File: config.mk
export PLATFORM = sky130hd
export DESIGN_NAME = fetch_controller
export DESIGN_NICKNAME = d
export VERILOG_FILES = /design/src/rtl/fetch_controller.sv
export SDC_FILE = /design/constraint.sdc
export NUM_CORES = 1
export LEC_CHECK = 0
export CAP_MARGIN = 10
export CORE_ASPECT_RATIO = 1.2
export CORE_MARGIN = 8
export CORE_UTILIZATION = 29
export DETAILED_ROUTE_END_ITERATION = 6
export PLACE_DENSITY = 0.57
export SLEW_MARGIN = 20
export SYNTH_ARGS = -nofsm -noshare
export SYNTH_HDL_FRONTEND = slang
export SYNTH_SLANG_ARGS = --single-unit
File: constraint.sdc
create_clock -name clk -period 7.9 [get_ports clk]
set_clock_uncertainty 0.05 [all_clocks]
set_input_delay 0.79 -clock clk [delete_from_list [all_inputs] [get_ports clk]]
set_output_delay 0.79 -clock clk [all_outputs]
set_load 0.02 [all_outputs]
File: src/rtl/fetch_controller.sv
// Fetch sequencer for the synchronous-read InstructionMemory: owns the fetch PC,
// absorbs the one-cycle ROM latency in a small FIFO and hands words to decode.
module fetch_controller #(
  parameter logic [31:0] RESET_PC  = 32'h0000_0000,
  parameter int unsigned BUF_DEPTH = 2
) (
  input  logic        clk,
  input  logic        reset,
  input  logic        run,
  output logic [31:0] imem_addr,
  output logic        imem_rd_en,
  input  logic [31:0] imem_rdata,
  input  logic        redirect_valid,
  input  logic [31:0] redirect_pc,
  output logic        instr_valid,
  input  logic        instr_ready,
  output logic [31:0] instr,
  output logic [31:0] instr_pc,
  output logic        fault
);

  localparam int unsigned PW = (BUF_DEPTH > 1) ? $clog2(BUF_DEPTH) : 1;
  localparam int unsigned CW = $clog2(BUF_DEPTH + 1);

  typedef enum logic [1:0] {
    IDLE,
    RUN,
    FAULT
  } state_t;

  state_t        state, state_nxt;
  logic [31:0]   fetch_pc;
  logic [31:0]   inflight_pc;
  logic          inflight;
  logic          fault_q;
  logic [31:0]   buf_instr [BUF_DEPTH];
  logic [31:0]   buf_pc    [BUF_DEPTH];
  logic [PW-1:0] head, tail;
  logic [CW-1:0] count;

  logic          redirect_ok, redirect_bad, flush;
  logic          pop, push, issue;
  logic [31:0]   occupancy, credit_limit;

  function automatic logic [PW-1:0] ptr_inc(input logic [PW-1:0] p);
    return (32'(p) == BUF_DEPTH - 1) ? '0 : p + PW'(1);
  endfunction

  always_ff @(posedge clk) begin
    if (reset) state <= IDLE;
    else       state <= state_nxt;
  end

  always_comb begin
    state_nxt    = state;
    redirect_ok  = 1'b0;
    redirect_bad = 1'b0;
    case (state)
      FAULT: state_nxt = FAULT;
      default: begin
        if (redirect_valid && (redirect_pc[1:0] != 2'b00)) begin
          redirect_bad = 1'b1;
          state_nxt    = FAULT;
        end else begin
          redirect_ok = redirect_valid;
          state_nxt   = run ? RUN : IDLE;
        end
      end
    endcase

    flush        = redirect_ok | redirect_bad;
    instr_valid  = (count != '0) && (state != FAULT);
    // A pop in the same cycle as a flush never happened as far as decode is concerned.
    pop          = instr_valid & instr_ready & ~flush;
    push         = inflight & ~flush;
    occupancy    = 32'(count) + 32'(inflight);
    credit_limit = BUF_DEPTH + 32'(pop);
    issue        = (state == RUN) && run && !redirect_valid && (occupancy < credit_limit);
  end

  assign imem_rd_en = issue;
  assign imem_addr  = fetch_pc;
  assign instr      = buf_instr[head];
  assign instr_pc   = buf_pc[head];
  assign fault      = fault_q;

  always_ff @(posedge clk) begin
    if (reset) begin
      fetch_pc    <= RESET_PC;
      inflight    <= 1'b0;
      inflight_pc <= '0;
      fault_q     <= 1'b0;
      head        <= '0;
      tail        <= '0;
      count       <= '0;
      for (int unsigned i = 0; i < BUF_DEPTH; i++) begin
        buf_instr[i] <= '0;
        buf_pc[i]    <= '0;
      end
    end else begin
      inflight <= issue;
      if (issue) begin
        fetch_pc    <= fetch_pc + 32'd4;
        inflight_pc <= fetch_pc;
      end
      if (redirect_ok) fetch_pc <= redirect_pc;
      if (redirect_bad) fault_q <= 1'b1;

      if (flush) begin
        head  <= '0;
        tail  <= '0;
        count <= '0;
      end else begin
        if (push) begin
          buf_instr[tail] <= imem_rdata;
          buf_pc[tail]    <= inflight_pc;
          tail            <= ptr_inc(tail);
        end
        if (pop) head <= ptr_inc(head);
        count <= count + CW'(push) - CW'(pop);
      end
    end
  end

endmodule

==> results of run 1 <==
==> cells in the final DEF (no fill, tap or decap), types with 12 or more instances in the layout <==
| cell type | instances |
|---|---|
| a21oi_1 | 34 |
| and2_1 | 133 |
| clkbuf_16 | 24 |
| clkdlybuf4s50_1 | 166 |
| dfxtp_1 | 72 |
| edfxtp_1 | 128 |
| mux2_2 | 64 |
| nand2_1 | 85 |
| nand4_1 | 15 |
| nor2_1 | 37 |
| xnor2_1 | 12 |
==> power by group <==
group | switching [mW] | internal, mW
Clock | 0.405 | 0.605
Combinational | 0.0853 | 0.0830
Sequential | 0.0190 | 1.15
Total | 0.510 | 1.83
==> state kept, by name (all words and copies together) (netlist names), named ones only <==
| name | cells |
|---|---|
| head | 1 |
| buf_instr | 64 |
| inflight | 1 |
| tail | 1 |
| fault | 1 |
| count | 2 |
| imem_addr | 32 |
| state | 2 |
| buf_pc | 64 |
| inflight_pc | 32 |
==> metrics by stage <==
stage                     cell area [um^2]  setup WS, ns
after CTS                            11500          3.13
after global routing                 11500          2.90
after global placement               10800          3.20
final                                11500          3.15
after detailed placement             10800          3.13
after floorplan                       8790          3.31
==> worst max-delay path: cells and delay by family <==
family	cells	cell delay, ns
buffers and inverters	4	2.14
and+or+nand+nor	2	0.34
AOI/OAI and AO/OA	1	0.60
==> kinds of logic after synthesis <==
family,synth area share (%)
flops,60.3
fa+ha+maj,0.712
mux,8.31
compound gates,6.28
buf+inv,2.66
xor+xnor,1.59
simple gates,20.1
==> layer usage <==
| metal | routed length (um) | global-route usage, % |
|---|---|---|
| met1 | 9950 | 15.3 |
| met2 | 10900 | 20.9 |
| met3 | 1510 | 2.98 |
| met4 | 441 | 3.52 |
| met5 | 0 | 0 |
==> final cells by class <==
type	instances	area (um^2)
clock buffers	33	654
fillers	2997	18600
repair buffers	172	1700
well taps	396	495
flip-flops and latches	201	5310
inverters	5	18.8
multi-input cells	500	3280
clock inverters	7	61.3
==> path summary, 6_finish.rpt <==
path	start	end	slack (ns)	cells past startpoint
hold reg to reg	inflight_pc[15]	inflight_pc[15]	0.41	2
setup / recovery	redirect_valid	imem_rd_en	3.15	7
hold / removal	inflight_pc[15]	inflight_pc[15]	0.41	2
setup reg to reg	inflight	imem_addr[24]	4.91	7
==> results.txt, run 1 <==
The flow ran to the end, and the final reports show no timing, DRC or antenna violations. Setup violations remaining at the end of the flow were counted as 0. Summed over all cells, the static leakage comes to 3.98 nW. The relative slew slack is 30.9%. The power per unit of standard cell area came out at 203 nW/um^2. The combined area of all synthesized cells is 8790 um^2.

The summed negative setup slack over all endpoints came out at 0 ns. The number of hold violations in the final report came out at 0. The path class of the tightest hold or removal check is flop to flop.

After detailed routing, the average wire length per cell comes to 17.3 um. STA classifies the critical path startpoint as an input port. The initial antenna violation count is 0. The post-synthesis sequential area ratio came out at 60.3%. The wire length of the first global-routing pass is 35.5 mm. The number of sinks driven by the clock tree is 201. STA classifies the critical path endpoint as an output pin. Counting along the longest clock path gives a buffer depth of 3.

The via count is 6095. The number of buffers inserted by hold repair at cts came out at 0. The required time at the endpoint of the critical path came out at 7.06 ns. The total of max-cap violations is 0. The via count of the first global-routing pass was 6124. The final weighted congestion of routability-driven global placement came out at 0.776. The post-detailed-route via-to-cell ratio is 4.64. The number of standard cells after synthesis came out at 756. The initial core utilization came out at 29.2%. The post-synthesis async set-or-reset flop share came out at 0%. The type of the worst setup path is input port to output pin. Measured along the x axis, the die boundary spans 175 um. The number of violations reported at the end of detailed-routing iteration 0 is 340. Counting the buffers created by CTS gives 22. The maximum number of pins on one net before global-route repair came out at 75. Relative to the synthesized area, the layout overhead comes to 31.0%.

The time the worst path needs with I/O delays and setup came out at 4.75 ns. Setup repair after global routing left no endpoint under its margin. During placement, the flow inserted port buffers numbering 167.

Static timing analysis puts the maximum clock frequency at 0.210 GHz. After legalization and detailed placement, the total HPWL measured 14.3 mm. The critical path goes through clkdlybuf4s50_1, nand2b_4, o41ai_1, nand2_1, buf_4, inv_2, clkdlybuf4s50_1. The transition time of the tightest slew-check pin is 1.04 ns. The core area is 30100 um^2. In this run the post-CTS setup repair buffer count came out at 0. The detailed-route wire length came out at 22.8 mm. In the finished design, the share of the clock period the worst path needs comes to 60.2%.

The overall power of the completed layout came out at 2.34 mW. The number of max-slew violations in the final report is 0. The maximum vdd ir drop came out at 0.000124 V.

The floorplan die height is 207 um. Counting instances in the post-synthesis netlist gives the leading cell types as 133 x and2_1, 128 x edfxtp_1, 85 x nand2_1, 73 x dfxtp_1, 64 x mux2_2. For this design the top-level I/O count stands at 168. The total grt overflow came out at 0. The cell with the largest stage delay on the worst path is clkdlybuf4s50_1. The average footprint of a synthesized cell came out at 11.6 um^2. In the synthesized netlist the dominant register cell turns out to be edfxtp_1. In this run, synthesis produced a sequential element count of 201.

By instance count, the leading cell after synthesis is and2_1. In this run the clock root is driven by a clkbuf_16. By area the synthesized netlist is led by edfxtp_1 44%, dfxtp_1 17%, and2_1 9.5%, mux2_2 8.2%, nand2_1 3.6%. When the netlist entered floorplanning its net count stood at 830. The share of final-layout standard cells stronger than drive strength 1 came out at 12.3%. Data on the critical path arrives at its endpoint at 3.91 ns.

The biggest fanout along the worst timing path is 39. Of the post-synthesis cell area, the dominant cell type holds 43.7%. The number of placed instances, taps included is 1274. The number of nets in the layout came out at 976. The tightest hold path in the finished design has a slack of 0.407 ns. The diode insertion count for antenna repair is 0.

The CTS tree is yes. The number of distinct library cells after synthesis is 49. Once layout is complete, the utilization of the core stands at 38.2%.

The count of synthesis-stage warnings from yosys is 0. Across every metal layer, demand over resource in global routing totals 12.3%. On the worst path, the slowest cell contributes a delay of 0.74 ns. The clock-pin slew on the worst setup and hold paths is 0.06 ns.

The synthesized design spends more area on one cell type than any other, namely edfxtp_1. The most numerous cell type found on the critical path is clkdlybuf4s50_1. The number of resized instances in the post-cts repair step is 0.

For this run, the detailed router's first-pass iteration total came to 4. In this run the number of H-tree levels came out at 1. The die covers 36200 um^2. The final antenna-violating net count is 0. Counting flops with a built-in enable in the synthesized netlist gives 128. The total number of placement rows is 70. The worst-skew pair later-pin latency is 0.50 ns.

The remaining routing DRC violations is 0. After the flow finishes, the layout carries non-filler instances totaling 1314.
(Power assumes the default switching activity.)
==> run 2: changes to the inputs <==
Clock period 7.9 ns to 4.7 ns, I/O delays scaled along.
==> run 2 against run 1 <==
Die area stayed put. First-iteration DRC count is 25% lower. Clock-buffer cell count is 2 lower. Critical path depth is 1 lower. Routed wire length hardly changed. Final cell count is 0.23% higher. Sequential cell count stayed put. Critical endpoint unchanged.
==> results.txt, run 2 (same netlist as run 1, synthesis figures left out) <==
The root cell of the clock tree is clkbuf_16. The endpoint arrival time on the critical path is 3.02 ns (-0.89 ns). The summed negative setup slack over all endpoints is 0 ns (unchanged). The standby leakage power is 3.99 nW (+0.29%).

The final critical path takes up 75.3% of the cycle. The number of nets in the layout came to 978 (+0.20%). The flow ran to the end, and the final reports show no timing, DRC or antenna violations. The worst-case hold slack came out at 0.346 ns (-0.0609 ns). The number of violations reported at the end of detailed-routing iteration 0 is 256 (-25%).

The number of max-slew violations in the final report came out at 0 (unchanged). The number of placed instances, taps included is 1275 (+0.078%). The detailed-route wire length is 22.8 mm (about the same).

The overall power of the completed layout is 3.95 mW (+69%). The number of cells in the finished layout apart from fillers is 1317 (+0.23%). The transition time of the tightest slew-check pin is 1.03 ns (-0.00535 ns). The initial core utilization is 29.2% (unchanged). The average wire per cell in the routed design is 17.3 um (-0.27%). The biggest fanout along the worst timing path was 39 (unchanged). The number of buffer cells added on primary ports was 167 (unchanged). The number of buffers created by CTS is 23 (+4.5%). The first-pass detailed-route iteration total is 4 (unchanged). The via count of the first global-routing pass came to 6238 (+1.9%). The maximum number of pins on one net before global-route repair came out at 65 (-13%). The remaining routing DRC violations came out at 0 (unchanged). The total of max-cap violations is 0 (unchanged). The number of sinks driven by the clock tree is 201 (unchanged). The type of origin of the critical path is a flop. The number of buffers on the longest clock path is 3 (unchanged). Leaving out fill and tap cells, the most frequent cell in the layout is clkdlybuf4s50_1. The initial antenna violation count was 0 (unchanged). The final antenna-violating net count came out at 0 (unchanged).

The instance area at placement came to 10800 um^2 (about the same). The clock-pin slew on the worst setup and hold paths is 0.06 ns (about the same). The total number of placement rows is 70 (unchanged). The overall fraction of global-route tracks in use came out at 12.3% (+0.056 points). The power per unit of standard cell area came out at 342 nW/um^2 (+68%). The filler cell count came out at 2944 (-1.8%). The maximum vdd ir drop came out at 0.000288 V (+130%). The buffer count from post-CTS setup fixing came to 0 (unchanged).

The number of failing setup endpoints in the final timing report is 0 (unchanged). The total grt overflow is 0 (unchanged). The floorplan die height came out at 207 um (unchanged).

By startpoint and endpoint, the worst setup path is classified as flop to output pin. The diode insertion count for antenna repair came out at 0 (unchanged). The CTS H-tree depth was 1 (unchanged).

The floorplan die area came out at 36200 um^2 (unchanged). The worst setup path is captured at an output pin. The number of top-level pins came out at 168 (unchanged).

The wire length of the first global-routing pass was 35.5 mm (about the same). The library cells used most frequently in the layout, excluding fill and tap cells, are 166 x clkdlybuf4s50_1, 133 x and2_1, 128 x edfxtp_1. The post-detailed-route via-to-cell ratio was 4.62 (-0.38%). The type of the tightest min-delay check is input port to flop. Setup repair after global routing left no endpoint under its margin. The growth of design area from synthesis to finish came out at 31.2% (about the same).

The post-layout instance area is 11500 um^2 (about the same). The required time at the endpoint of the critical path is 4.18 ns (-2.88 ns). The detailed-placement wirelength estimate was 14.4 mm (+0.77%). The final weighted congestion of routability-driven global placement came out at 0.774 (-0.35%). The largest registers in the layout are buf_instr (64), buf_pc (64). The time the worst path needs with I/O delays and setup is 3.54 ns.

The worst-skew pair later-pin latency is 0.51 ns (about the same). The number of resized instances in the post-cts repair step was 0 (unchanged). The number of hold violations in the final report came out at 0 (unchanged).

TritonCTS built the clock tree. The overall die width is 175 um (unchanged). The number of buffers inserted by hold repair at cts is 0 (unchanged). The relative slew slack came out at 31.3% (+0.36 points).

The via count is 6086 (-0.15%). The achievable clock frequency came out at 0.283 GHz. The core area is 30100 um^2 (unchanged). The share of final-layout standard cells stronger than drive strength 1 is 12.8% (+0.50 points).
[run 2: power breakdown]
| group | switching (mW) | internal [mW] | total [mW] |
|---|---|---|---|
| Combinational | 0.143 | 0.140 | 0.282 |
| Sequential | 0.0318 | 1.93 | 1.96 |
| Clock | 0.714 | 0.995 | 1.71 |
| Total | 0.888 | 3.06 | 3.95 |
[run 2: per-layer routing]
layer | wire, um | GRT usage, % | vias up | share of wire [%]
met5 | 0 | 0 | - | 0
met4 | 299 | 2.97 | 0 | 1.3
met3 | 1430 | 3.33 | 22 | 6.3
met2 | 11100 | 21.5 | 155 | 49
met1 | 9920 | 15.0 | 2924 | 44
li1 | - | - | 2985 | -
[run 2: path summary, 6_finish.rpt]
check,from,to,cells past startpoint,slack [ns]
setup / recovery,inflight,imem_rd_en,6,1.16
hold reg to reg,inflight_pc[29],inflight_pc[29],2,0.41
hold / removal,reset,fault,2,0.35
setup reg to reg,inflight,imem_addr[20],7,1.74
[run 2: critical path, stage by stage, from the launching register on]
cell and delay (ns):
dfxtp_1 0.34, ha_1 0.31, o41ai_1 0.71, nand2_1 0.11, buf_4 0.29, inv_2 0.10
clkdlybuf4s50_1 0.62
[run 2: cell type report]
type                            instances  area, um^2  share of cell area, %
Timing Repair Buffer                  173        1710                   14.8
Clock buffer                           31         626                   5.43
Tap cell                              396         495                   4.30
Inverter                                5        18.8                  0.163
Multi-Input combinational cell        500        3280                   28.4
Sequential cell                       201        5310                   46.0
Clock inverter                         11        93.8                  0.814
[run 2: through the flow]
step | setup WS, ns | utilization (%)
5_1_grt | 0.959 | 38.3
3_5_place_dp | 1.18 | 35.9
4_1_cts | 1.11 | 38.3
2_1_floorplan | 0.426 | -
6_report | 1.16 | 38.3
3_3_place_gp | 1.22 | 35.9
